--- src/rtl/ml_accel_pkg.sv ---
// Shared constants and writeback FSM encoding for the systolic accelerator output path.
package ml_accel_pkg;

    localparam int unsigned ARRAY_SIZE = 16;
    localparam int unsigned PSUM_W     = 24;

    typedef enum logic [1:0] {
        StIdle = 2'd0,
        StRun  = 2'd1,
        StDone = 2'd2
    } wb_state_e;

endpackage

--- src/rtl/wb_row_fifo.sv ---
// Synchronous row FIFO with registered full/empty; a pop frees its slot one cycle later.
module wb_row_fifo #(
    parameter int unsigned DEPTH = 4,
    parameter int unsigned WIDTH = 384
) (
    input  logic             clk,
    input  logic             rst_n,
    input  logic             push,
    input  logic [WIDTH-1:0] push_data,
    input  logic             pop,
    output logic [WIDTH-1:0] head_data,
    output logic             full,
    output logic             empty
);

    localparam int unsigned PtrW = $clog2(DEPTH);

    logic [WIDTH-1:0] mem_q [DEPTH];
    logic [PtrW-1:0]  wr_ptr_q, rd_ptr_q;
    logic [PtrW:0]    count_q, count_d;
    logic             full_q, empty_q;
    logic             do_push, do_pop;

    assign do_push   = push && !full_q;
    assign do_pop    = pop && !empty_q;
    assign head_data = mem_q[rd_ptr_q];
    assign full      = full_q;
    assign empty     = empty_q;

    always_comb begin
        count_d = count_q;
        if (do_push && !do_pop) begin
            count_d = count_q + 1'b1;
        end else if (!do_push && do_pop) begin
            count_d = count_q - 1'b1;
        end
    end

    always_ff @(posedge clk or negedge rst_n) begin
        if (!rst_n) begin
            wr_ptr_q <= '0;
            rd_ptr_q <= '0;
            count_q  <= '0;
            full_q   <= 1'b0;
            empty_q  <= 1'b1;
        end else begin
            if (do_push) wr_ptr_q <= wr_ptr_q + 1'b1;
            if (do_pop)  rd_ptr_q <= rd_ptr_q + 1'b1;
            count_q <= count_d;
            full_q  <= (count_d == (PtrW+1)'(DEPTH));
            empty_q <= (count_d == '0);
        end
    end

    always_ff @(posedge clk) begin
        if (do_push) mem_q[wr_ptr_q] <= push_data;
    end

endmodule

--- src/rtl/ml_result_writeback.sv ---
// Psum row writer: buffers array output rows and writes valid elements as 32-bit words.
// Build option WB_RELU_EN: negative elements are written as zero instead of sign-extended.
module ml_result_writeback #(
    parameter int unsigned ARRAY_SIZE    = 16,
    parameter int unsigned PSUM_W        = 24,
    parameter int unsigned ADDR_W        = 32,
    parameter int unsigned ROW_BUF_DEPTH = 4
) (
    input  logic                         clk,
    input  logic                         rst_n,
    input  logic                         start,
    input  logic [ADDR_W-1:0]            cfg_base_addr,
    input  logic [31:0]                  cfg_row_stride,
    input  logic [31:0]                  cfg_m_size,
    input  logic [31:0]                  cfg_n_size,
    input  logic [15:0]                  cfg_tile_row,
    input  logic [15:0]                  cfg_tile_col,
    input  logic                         psum_valid,
    output logic                         psum_ready,
    input  logic [ARRAY_SIZE*PSUM_W-1:0] flat_psum_in,
    output logic [ADDR_W-1:0]            mem_write_addr,
    output logic [31:0]                  mem_write_data,
    output logic                         mem_write_en,
    input  logic                         mem_write_ready,
    output logic                         busy,
    output logic                         irq_done,
    output logic [31:0]                  words_written
);

    import ml_accel_pkg::*;

    localparam int unsigned CntW = $clog2(ARRAY_SIZE + 1);
    localparam int unsigned ColW = $clog2(ARRAY_SIZE);

    wb_state_e                  state_q, state_d;
    logic [ADDR_W-1:0]          base_q;
    logic [31:0]                stride_q, m_q, n_q, words_q;
    logic [15:0]                tile_row_q, tile_col_q;
    logic [CntW-1:0]            rows_acc_q, rows_done_q;
    logic [ColW-1:0]            col_q;

    logic [ARRAY_SIZE*PSUM_W-1:0] head_row;
    logic                         fifo_full, fifo_empty;
    logic                         run, accept, draining, pad, wr_en, step, last_col, pop;
    logic [31:0]                  gr, gc;
    logic [PSUM_W-1:0]            elem;
    logic [31:0]                  elem_word;
    logic [ADDR_W-1:0]            addr_calc;

    wb_row_fifo #(
        .DEPTH (ROW_BUF_DEPTH),
        .WIDTH (ARRAY_SIZE*PSUM_W)
    ) u_row_fifo (
        .clk       (clk),
        .rst_n     (rst_n),
        .push      (accept),
        .push_data (flat_psum_in),
        .pop       (pop),
        .head_data (head_row),
        .full      (fifo_full),
        .empty     (fifo_empty)
    );

    assign run        = (state_q == StRun);
    assign psum_ready = run && !fifo_full && (rows_acc_q < CntW'(ARRAY_SIZE));
    assign accept     = psum_valid && psum_ready;
    assign draining   = run && !fifo_empty;

    // Head row index equals rows already popped this tile.
    assign gr  = {16'b0, tile_row_q} * 32'(ARRAY_SIZE) + 32'(rows_done_q);
    assign gc  = {16'b0, tile_col_q} * 32'(ARRAY_SIZE) + 32'(col_q);
    assign pad = (gr >= m_q) || (gc >= n_q);

    assign wr_en    = draining && !pad;
    assign step     = draining && (pad || mem_write_ready);
    assign last_col = (col_q == ColW'(ARRAY_SIZE - 1));
    assign pop      = step && last_col;

    assign elem      = head_row[col_q*PSUM_W +: PSUM_W];
    assign addr_calc = base_q + ADDR_W'(gr * stride_q) + ADDR_W'(gc << 2);

`ifdef WB_RELU_EN
    assign elem_word = elem[PSUM_W-1] ? 32'h0 : 32'(signed'(elem));
`else
    assign elem_word = 32'(signed'(elem));
`endif

    assign mem_write_en   = wr_en;
    assign mem_write_addr = wr_en ? addr_calc : '0;
    assign mem_write_data = wr_en ? elem_word : '0;
    assign busy           = run;
    assign irq_done       = (state_q == StDone);
    assign words_written  = words_q;

    always_comb begin
        state_d = state_q;
        unique case (state_q)
            StIdle:  if (start) state_d = StRun;
            StRun:   if (pop && (rows_done_q == CntW'(ARRAY_SIZE - 1))) state_d = StDone;
            StDone:  state_d = StIdle;
            default: state_d = StIdle;
        endcase
    end

    always_ff @(posedge clk or negedge rst_n) begin
        if (!rst_n) begin
            state_q     <= StIdle;
            base_q      <= '0;
            stride_q    <= '0;
            m_q         <= '0;
            n_q         <= '0;
            tile_row_q  <= '0;
            tile_col_q  <= '0;
            rows_acc_q  <= '0;
            rows_done_q <= '0;
            col_q       <= '0;
            words_q     <= '0;
        end else begin
            state_q <= state_d;
            if (state_q == StIdle && start) begin
                base_q      <= cfg_base_addr;
                stride_q    <= cfg_row_stride;
                m_q         <= cfg_m_size;
                n_q         <= cfg_n_size;
                tile_row_q  <= cfg_tile_row;
                tile_col_q  <= cfg_tile_col;
                rows_acc_q  <= '0;
                rows_done_q <= '0;
                col_q       <= '0;
                words_q     <= '0;
            end else begin
                if (accept) rows_acc_q <= rows_acc_q + 1'b1;
                if (step)   col_q <= last_col ? '0 : col_q + 1'b1;
                if (pop)    rows_done_q <= rows_done_q + 1'b1;
                if (wr_en && mem_write_ready) words_q <= words_q + 1'b1;
            end
        end
    end

endmodule

--- config.mk ---
export PLATFORM = sky130hd
export DESIGN_NAME = ml_result_writeback
export DESIGN_NICKNAME = d
export VERILOG_FILES = /design/src/rtl/ml_accel_pkg.sv /design/src/rtl/wb_row_fifo.sv /design/src/rtl/ml_result_writeback.sv
export SDC_FILE = /design/constraint.sdc
export NUM_CORES = 2
export LEC_CHECK = 0
export ABC_AREA = 1
export BUFFER_PORTS_ARGS = -buffer_cell sky130_fd_sc_hd__buf_4
export CAP_MARGIN = 20
export CORE_UTILIZATION = 61
export DETAILED_ROUTE_END_ITERATION = 10
export PLACE_DENSITY_LB_ADDON = 0.3
export SYNTH_ARGS = -nofsm -noshare
export SYNTH_HDL_FRONTEND = slang
export SYNTH_HIERARCHICAL = 1
export SYNTH_SLANG_ARGS = --single-unit
export TNS_END_PERCENT = 100
--- constraint.sdc ---
create_clock -name clk -period 22.2 [get_ports clk]
set_clock_uncertainty 0.2 [all_clocks]
set_input_delay 4.44 -clock clk [delete_from_list [all_inputs] [get_ports clk]]
set_output_delay 4.44 -clock clk [all_outputs]
set_load 0.01 [all_outputs]
==> qor.yml <==
clocking:
  clk_pin_slew_worst_paths_ps: 60
  cts_setup_buffers: 0
  clock-sinks: 1753
  cts_tree: "done"
  htreeDepth: 4
  cts_hold_buf: 0
  cts_buffers: 176
  clock_latency_ps: 840
  cts_root_buffer: "clkbuf_16"
  cts_buffer_depth: 3
  cts_resized: 0
route:
  drt_iter0_drc: 8019
  routed_wl_um: 263900
  via_count: 62558
  avgViaCountPerCell: 6.127
  drt_pre_antenna_iters: 6
  drcViolationCount: 0
  wl_per_cell_um: 25.85
  antenna_left: 0
global_route:
  grt_pass1_wl_um: 383300
  grt_max_degree: 189
  grt-ovfl-total: 0
  track_usage_pct: 36.94
  antenna_found_initial: 92
  grt_pass1_vias: 60056
floorplan:
  die_w_um: 377.5
  std_cell_rows: 137
  coreArea_sq_mm: 0.1397
  initial_utilization_pct: 61.56
  io_pins: 649
  die-area_sq_mm: 0.1425
  die_h_um: 377.5
logic_synthesis:
  yosysMostFrequentCell: "edfxtp_1"
  synthTopCellsByCount: "1,536 x edfxtp_1, 1,187 x nand2_1, 989 x nor2_1, 972 x o21ai_0, 719 x inv_1"
  yosys-top-cells-area: "edfxtp_1 54%, fa_1 9.6%, dfrtp_1 6.3%"
  yosysWarnings: 6
  synth_top_cell_by_area: "edfxtp_1"
  synthAdderAreaFrac_pct: 11.80
  async_flop_share_pct: 12.38
  synth_top_family_by_area: "adder cells"
  netlist_instances: 7699
  yosysUniqueCellTypes: 57
  ys_ff_latch: 1753
  synth.yosys.seq_area_share_pct: 59.95
  avgSynthCellArea_sq_um: 11.17
  synth_compound_area_share_pct: 11.24
  synth-xor-area-share_pct: 0.3972
  synthSimpleGateAreaFrac_pct: 11.03
  synth_edf_count: 1536
  synth.area.mux_share_pct: 0.01164
  yosys_most_used_dff: "edfxtp_1"
  synth.cell_area_sq_mm: 0.08599
  synth_top_area_share_pct: 53.64
  syn_nets: 8811
timing:
  slew_headroom_pct: 2.494
  setup_violations: 0
  fin_crit_sh_pct: 60.08
  fmax_ghz: 0.07497
  worst_pin_slew_ps: 1463
  rsz0062_at_grt: "no"
  maxSlewViolCount: 0
  hold_viol_final: 0
  tns_ps: 0
  fin_crit_ps: 13340
  holdWs_ps: 280.7
placed_design:
  port-buffer-count: 648
  place_congestion: 0.9624
  dp_hpwl_um: 178200
layout:
  nets: 9254
  area_growth_pct: 13.84
  nFillCells: 9736
  multi_input_area_sq_mm: 0.02968
  register_area_sq_mm: 0.05157
  layout-drive-gt1-share_pct: 12.37
worst_setup_path:
  cpMaxStageDelayCell: "fa_1"
  arrival_ps: 8700
  cpPeakStageDelay_ps: 590
  cp_common_cell: "fa_1"
  critPathCaptureType: "output pin"
  crit_path_start_kind: "register"
  crit_fanout: 12
  critPathRequiredTime_ps: 17560
  criticalPathCategory: "register to output pin"
min_path:
  min_path_type: "register to register"
outcome:
  status: "finished clean"
run:
  cap_violations: 0
through the flow:
stage	cell area, sq um	util (%)	worst slack, ps	instances
6_report	97900	70.07	8861	10211
5_1_grt	97860	70.05	8325	10196
4_1_cts	97730	69.96	8784	10153
3_5_place_dp	91960	65.82	9766	9839
3_3_place_gp	91960	65.82	9721	9839
2_1_floorplan	86000	-	124.7	7699
layer usage:
metal | vias to the layer above | track usage [%] | part of all wire, %
li1 | 27378 | - | -
met1 | 30688 | 48.78 | 37
met2 | 3777 | 55.58 | 46
met3 | 643 | 9.720 | 11
met4 | 72 | 21.57 | 5.9
met5 | - | 0 | 0.18
area by class of cell:
type,count,share of cell area [%]
antenna,57,0.1457
clock buffer,212,4.647
clock inverter,102,1.251
inverter,733,2.844
multi-input combinational,4751,30.32
sequential,1753,52.68
tap,1876,2.398
timing repair buffer,727,5.711
state kept, by name, summed over array words and instances (netlist names), 16 cells and up:
signal / count
u_row_fifo/mem_q: 1536
base_q: 32
m_q: 32
n_q: 32
stride_q: 32
words_written: 32
tile_col_q: 16
tile_row_q: 16
critical path: cells and delay by family, from the launching register on:
family / cells / cell delay [ps]
AO/OA/AOI/OAI: 2 / 410
adder cells (fa/ha/maj): 9 / 3990
buffers and inverters: 7 / 890
flip-flops: 1 / 410
AND/OR/NAND/NOR: 12 / 2180
cell families after synthesis:
kind of cell | after synthesis
AOI/OAI and AO/OA | 1746
muxes | 1
buffers and inverters | 1195
DFF | 1753
adders and majority gates | 563
and+or+nand+nor | 2402
xor gates and xnor gates | 39
layout by cell type, fill, tap and decap left out, types with 13 or more instances in the layout:
cell	instances
clkinv_1	44
fa_1	413
nand2_2	13
o311ai_0	19
a32o_1	24
diode_2	57
a21oi_1	241
o22ai_1	384
nand4_1	39
o21ai_0	972
clkbuf_1	35
bufinv_16	16
clkbuf_16	176
edfxtp_1	1536
dfrtp_1	210
a22oi_1	48
inv_1	718
xor2_1	34
nor3_1	34
clkinv_2	18
clkinvlp_4	15
a211oi_1	21
buf_4	716
nand3_1	105
nand2_1	1186
ha_1	150
nor2_1	985
final timing paths:
| check | startpoint | to | slack (ps) | depth (start not counted) |
|---|---|---|---|---|
| worst max register to register | rows_done_q[4]$_DFFE_PN0P_ | u_row_fifo/full$_DFF_PN0_ | 16830 | 28 |
| worst max-delay path | rows_done_q[4]$_DFFE_PN0P_ | mem_write_addr[31] | 8860 | 30 |
| min in group asynchronous | rst_n | base_q[30]$_DFFE_PN0P_ | 3500 | 1 |
| max in group asynchronous | rst_n | words_written[17]$_DFFE_PN0P_ | 16150 | 3 |
| worst min-delay path | m_q[25]$_DFFE_PN0P_ | m_q[25]$_DFFE_PN0P_ | 280 | 2 |
| worst min register to register | m_q[25]$_DFFE_PN0P_ | m_q[25]$_DFFE_PN0P_ | 280 | 2 |
Power is left out: the tool's default activity adds up to more than one toggle a clock period on the data nets, which glitch-free logic cannot reach.
